$ cat src/rtl/monopix2_data_emu.sv
// Behavioural emulator of the MONOPIX2 serial data and HITOR outputs, NCH channels.
// Each channel buffers hit words in a FIFO and serialises them MSB first in fixed WORD_W-cycle slots.
module monopix2_data_emu #(
  parameter int                NCH       = 4,
  parameter int                WORD_W    = 32,
  parameter int                DEPTH     = 16,
  parameter logic [WORD_W-1:0] IDLE_WORD = {(WORD_W/2){2'b10}},
  parameter int                HITOR_LEN = 4
) (
  input  logic                  CLK,
  input  logic                  RST,
  input  logic [NCH-1:0]        EN,
  input  logic [NCH*WORD_W-1:0] HIT_DATA,
  input  logic [NCH-1:0]        HIT_VALID,
  output logic [NCH-1:0]        HIT_READY,
  output logic [NCH-1:0]        DATA_OUT,
  output logic [NCH-1:0]        FRAME_OUT,
  output logic [NCH-1:0]        HITOR_OUT,
  output logic [NCH*8-1:0]      OVF_CNT,
  output logic [NCH-1:0]        FIFO_EMPTY
);

  localparam int              AW           = $clog2(DEPTH);
  localparam int              PW           = AW + 1;
  localparam int              CW           = $clog2(WORD_W);
  localparam logic [CW-1:0]   LAST_BIT     = CW'(WORD_W - 1);
  localparam logic [CW-1:0]   CNT_ONE      = CW'(1);
  localparam logic [PW-1:0]   PTR_ONE      = PW'(1);
  localparam logic [7:0]      HITOR_RELOAD = 8'(HITOR_LEN - 1);

  logic [CW-1:0] bit_cnt_r;
  logic          load_s;

  // Slot counter shared by every channel so all channels stay phase-aligned from reset.
  always_ff @(posedge CLK) begin
    if (RST) begin
      bit_cnt_r <= {CW{1'b0}};
    end else if (bit_cnt_r == LAST_BIT) begin
      bit_cnt_r <= {CW{1'b0}};
    end else begin
      bit_cnt_r <= bit_cnt_r + CNT_ONE;
    end
  end

  assign load_s = (bit_cnt_r == {CW{1'b0}});

  for (genvar ch = 0; ch < NCH; ch++) begin : g_ch
    logic [WORD_W-1:0] mem_r [DEPTH];
    logic [PW-1:0]     wr_ptr_r, rd_ptr_r;
    logic [PW-1:0]     wr_ptr_nxt_s, rd_ptr_nxt_s;
    logic              push_s, pop_s, drop_s;
    logic              full_nxt_s, empty_nxt_s;
    logic [WORD_W-1:0] shreg_r;
    logic              frame_r, ready_r, empty_r, hitor_r;
    logic [7:0]        ovf_r, hitor_rem_r;

    // Handshake decode and next pointer state; READY is the pre-edge view, so a pop cannot rescue a push.
    always_comb begin
      push_s       = HIT_VALID[ch] & ready_r;
      drop_s       = HIT_VALID[ch] & ~ready_r;
      pop_s        = load_s & EN[ch] & ~empty_r;
      wr_ptr_nxt_s = push_s ? (wr_ptr_r + PTR_ONE) : wr_ptr_r;
      rd_ptr_nxt_s = pop_s  ? (rd_ptr_r + PTR_ONE) : rd_ptr_r;
      full_nxt_s   = (wr_ptr_nxt_s[PW-1] != rd_ptr_nxt_s[PW-1]) &&
                     (wr_ptr_nxt_s[AW-1:0] == rd_ptr_nxt_s[AW-1:0]);
      empty_nxt_s  = (wr_ptr_nxt_s == rd_ptr_nxt_s);
    end

    // FIFO storage; contents are discarded on reset through the pointers alone.
    always_ff @(posedge CLK) begin
      if (push_s) begin
        mem_r[wr_ptr_r[AW-1:0]] <= HIT_DATA[ch*WORD_W +: WORD_W];
      end
    end

    // Channel state: pointers, flags, serializer, overflow counter and HITOR pulse.
    always_ff @(posedge CLK) begin
      if (RST) begin
        wr_ptr_r    <= {PW{1'b0}};
        rd_ptr_r    <= {PW{1'b0}};
        ready_r     <= 1'b0;
        empty_r     <= 1'b1;
        ovf_r       <= 8'd0;
        shreg_r     <= {WORD_W{1'b0}};
        frame_r     <= 1'b0;
        hitor_r     <= 1'b0;
        hitor_rem_r <= 8'd0;
      end else begin
        wr_ptr_r <= wr_ptr_nxt_s;
        rd_ptr_r <= rd_ptr_nxt_s;
        ready_r  <= ~full_nxt_s;
        empty_r  <= empty_nxt_s;
        if (drop_s && (ovf_r != 8'hFF)) begin
          ovf_r <= ovf_r + 8'd1;
        end
        if (load_s) begin
          shreg_r <= pop_s ? mem_r[rd_ptr_r[AW-1:0]] : IDLE_WORD;
          frame_r <= 1'b1;
        end else begin
          shreg_r <= {shreg_r[WORD_W-2:0], 1'b0};
          frame_r <= 1'b0;
        end
        if (push_s) begin
          hitor_r     <= 1'b1;
          hitor_rem_r <= HITOR_RELOAD;
        end else if (hitor_rem_r != 8'd0) begin
          hitor_r     <= 1'b1;
          hitor_rem_r <= hitor_rem_r - 8'd1;
        end else begin
          hitor_r     <= 1'b0;
        end
      end
    end

    assign HIT_READY[ch]       = ready_r;
    assign FIFO_EMPTY[ch]      = empty_r;
    assign DATA_OUT[ch]        = shreg_r[WORD_W-1];
    assign FRAME_OUT[ch]       = frame_r;
    assign HITOR_OUT[ch]       = hitor_r;
    assign OVF_CNT[ch*8 +: 8]  = ovf_r;
  end

endmodule

$ cat config.mk
export PLATFORM = sky130hd
export DESIGN_NAME = monopix2_data_emu
export DESIGN_NICKNAME = d
export VERILOG_FILES = /design/src/rtl/monopix2_data_emu.sv
export SDC_FILE = /design/constraint.sdc
export NUM_CORES = 2
export LEC_CHECK = 0
export CORE_ASPECT_RATIO = 1.4
export CORE_UTILIZATION = 37
export CTS_CLUSTER_DIAMETER = 100
export DETAILED_ROUTE_END_ITERATION = 10
export HOLD_SLACK_MARGIN = 0.03
export MAX_ROUTING_LAYER = met4
export PLACE_DENSITY = 0.5
export SLEW_MARGIN = 20
export SYNTH_ARGS = -nofsm -noshare
export SYNTH_HDL_FRONTEND = slang
export SYNTH_SLANG_ARGS = --single-unit
$ cat constraint.sdc
create_clock -name CLK -period 4.34 [get_ports CLK]
set_clock_uncertainty 0.2 [all_clocks]
set_input_delay 0.651 -clock CLK [delete_from_list [all_inputs] [get_ports CLK]]
set_output_delay 0.651 -clock CLK [all_outputs]
set_load 0.005 [all_outputs]
==> impl_metrics.tcl <==
set metrics [dict create \
    post_cts.repair.setup_buffers 0 \
    grt_max_degree 68 \
    use_met3_pct 2.33 \
    cpMaxStageDelayCell "dfxtp_1" \
    clk_latency_ns 0.85 \
    p_clk_share_pct 41.5 \
    switchingPower_uw 10100 \
    htree_num_levels 4 \
    synth_area_leaders "edfxtp_1 (71%), mux4_2 (13%), dfxtp_1 (5.8%)" \
    ys_dominant_reg_cell "edfxtp_1" \
    p_seq_share_pct 52.8 \
    gp_congestion 0.770 \
    peakVddDrop_uv 291 \
    cellPowerDensity_nw_per_um2 466 \
    crit_type "flip-flop to primary output" \
    netlist.area_leader.share_pct 71.1 \
    dr.pass1.iters 5 \
    syn-num-nets 4328 \
    r2r-start "g_ch[3].rd_ptr_r[0]$_SDFF_PP0_" \
    p_comb_share_pct 5.8 \
    synth_area_leader_cell "edfxtp_1" \
    hold_path_depth 2 \
    cap_violations 0 \
    via_count 41300 \
    hpwlAfterDp_mm 131 \
    relSlewSlack_pct 31.4 \
    yosysMostFrequentCell "edfxtp_1" \
    rows 209 \
    finalCritPeriodShare_pct 70.6 \
    yosys_warnings 0 \
    coreArea_um2 232000 \
    holdPathEnd "g_ch[0].ovf_r[6]$_SDFFE_PP0P_" \
    fin_tns_setup_ns 0 \
    crit_required_ns 3.49 \
    drtAntennaViolNets 0 \
    clk_pin_slew_ns 0.06 \
    r2r_cells 5 \
    numCtsBuffers 228 \
    multi_input_area_um2 19200 \
    synth_common_cells "edfxtp_1 (2048), mux4_2 (516), dfxtp_1 (250), nor2_1 (190), clkbuf_1 (150)" \
    postSynthCellCount 4158 \
    avgSynthCellArea_um2 20.8 \
    cts_tree "yes" \
    cp.arrival_ns 2.21 \
    drt_iter0_markers 3277 \
    total_power_uw 46800 \
    ys_ff_latch 2298 \
    max_freq_mhz 327 \
    crit_path_max_fanout 2 \
    fillCellCount 19900 \
    io_buffers 189 \
    p_leak_uw 0.0309 \
    drt-total-wl_mm 215 \
    end_kind "primary output" \
    drive_gt1_share_pct 23.7 \
    drc_errors 0 \
    rsz0062_at_grt "no" \
    yosysSeqAreaShare_pct 76.9 \
    area_delta_synth_final_pct 15.9 \
    outcome "finished, final reports clean" \
    critPathTopFamily "flip-flops" \
    post_cts_resized 0 \
    cp-start-kind "flip-flop" \
    internal-power_uw 36600 \
    antenna_found_initial 12 \
    ys_types 61 \
    async_reset_ff_share_pct 0 \
    grt_use_met2_pct 33.3 \
    grt_first_pass_wirelength_mm 313 \
    cp_num_buf_inv 1 \
    routedWlPerCell_um 27.9 \
    regArea_um2 66500 \
    rrSetupSlack_ns 1.41 \
    cts_buffer_depth 4 \
    grt_pass1_vias 43500 \
    start_util_pct 37.3 \
    fin_crit_ns 3.06 \
    root_buffer "clkbuf_16" \
    worstMarginPinSlew_ns 1.03 \
    grtUsageMet1_pct 22.6 \
    slowest_delay_ns 0.73 \
    report.final.slew_viol_count 0 \
    die_area_um2 236000 \
    cts_hold_buf 0 \
    fp.dieW_um 411 \
    cp_cell_sequence "clkdlybuf4s50_1" \
    synth_edf_count 2048 \
    setup_violations 0 \
    fin_nets 4639 \
    finalHoldViolations 0 \
    boundaryPins 190 \
    grt-ovfl-total 0 \
    hold_path_startpoint "RST" \
    gr-max-usage-layer "met2" \
    vias_per_cell 5.34 \
    track_usage_pct 18.7 \
    cts_num_sinks 2298 \
    synth_area_um2 86500 \
    timing.rr.end "g_ch[3].shreg_r[14]$_SDFF_PP0_" \
    sw_frac_of_total_pct 21.7 \
    die_height_um 574 \
    hold_class "input port to flip-flop" \
]
-- layer usage --
layer  vias up  routed length [um]
met1     22300               85800
met2       895              117000
met4         0                4480
met5         -                   0
met3       266                8300
li1      17900                   -
-- state kept, by name, summed over array words and instances (netlist names) --
signal            cells
bit_cnt_r             5
g_ch.ready_r          4
g_ch.empty_r          4
g_ch.hitor_rem_r     32
g_ch.rd_ptr_r        20
g_ch.wr_ptr_r        20
g_ch.shreg_r        128
g_ch.ovf_r           32
g_ch.hitor_r          4
g_ch.frame_r          1
g_ch.mem_r         2048
-- power groups by stage --
stage                     Clock, uW  Sequential (uW)  Combinational [uW]
final                         19400            24700                2710
after CTS                     19900            24700                2790
after floorplan                   0            25000                1690
after global routing          20600            24700                2960
after global placement            0            25100                2750
after detailed placement          0            25200                2770
-- placed cells by master, fill, tap and decap left out, types with 32 or more instances in the layout --
master	count
a22o_1	60
a22oi_1	128
nor2_1	161
a311oi_1	62
clkbuf_1	54
dfxtp_1	242
a221oi_1	60
o21ai_0	68
nand2_1	94
xnor2_1	61
xor2_1	41
edfxtp_1	2048
clkbuf_16	231
clkinv_1	41
mux4_2	516
clkdlybuf4s50_1	188
buf_4	109
ha_1	32
clkinv_2	50
buf_12	35
-- layout make-up --
cell class | count | share of cell area, %
Timing Repair Buffer | 333 | 3.40
Clock buffer | 293 | 6.07
Clock inverter | 129 | 1.15
Inverter | 21 | 0.0786
Multi-Input combinational cell | 1587 | 19.1
Tap cell | 3059 | 3.82
Sequential cell | 2298 | 66.3
Antenna cell | 8 | 0.0200
-- cells by family after synthesis --
logic type,after synthesis,share of synthesized area [%]
xor gates and xnor gates,106,1.14
DFF,2298,76.9
and+or+nand+nor,487,2.78
buffers and inverters,273,1.38
muxes,527,13.6
AOI/OAI and AO/OA,435,3.81
adders and majority gates,32,0.463
-- worst max-delay path by stage --
stage,slack (ns),from,cells after the start,to
2_1_floorplan,0.36,HIT_VALID[1],3,g_ch[1].mem_r[3][0]$_DFFE_PP_
3_3_place_gp,0.84,HIT_VALID[2],4,g_ch[2].mem_r[1][22]$_DFFE_PP_
3_5_place_dp,0.81,HIT_VALID[2],4,g_ch[2].mem_r[1][22]$_DFFE_PP_
4_1_cts,1.15,g_ch[2].empty_r$_SDFF_PP1_,1,FIFO_EMPTY[2]
5_1_grt,1.16,g_ch[2].empty_r$_SDFF_PP1_,1,FIFO_EMPTY[2]
6_report,1.28,g_ch[2].empty_r$_SDFF_PP1_,1,FIFO_EMPTY[2]
-- stage by stage --
stage               util, %  area (um2)  instances  setup WS [ns]  hold WS (ns)
detailed placement     40.1       93000       7298          0.807         0.215
finish                 43.3      100000       7728           1.28         0.113
floorplan                 -       86500       4158          0.361         0.201
global placement       40.1       93000       7298          0.844         0.206
global route           43.2      100000       7727           1.16         0.125
CTS                    43.2      100000       7720           1.15         0.102
Power figures use the tool's default switching activity.
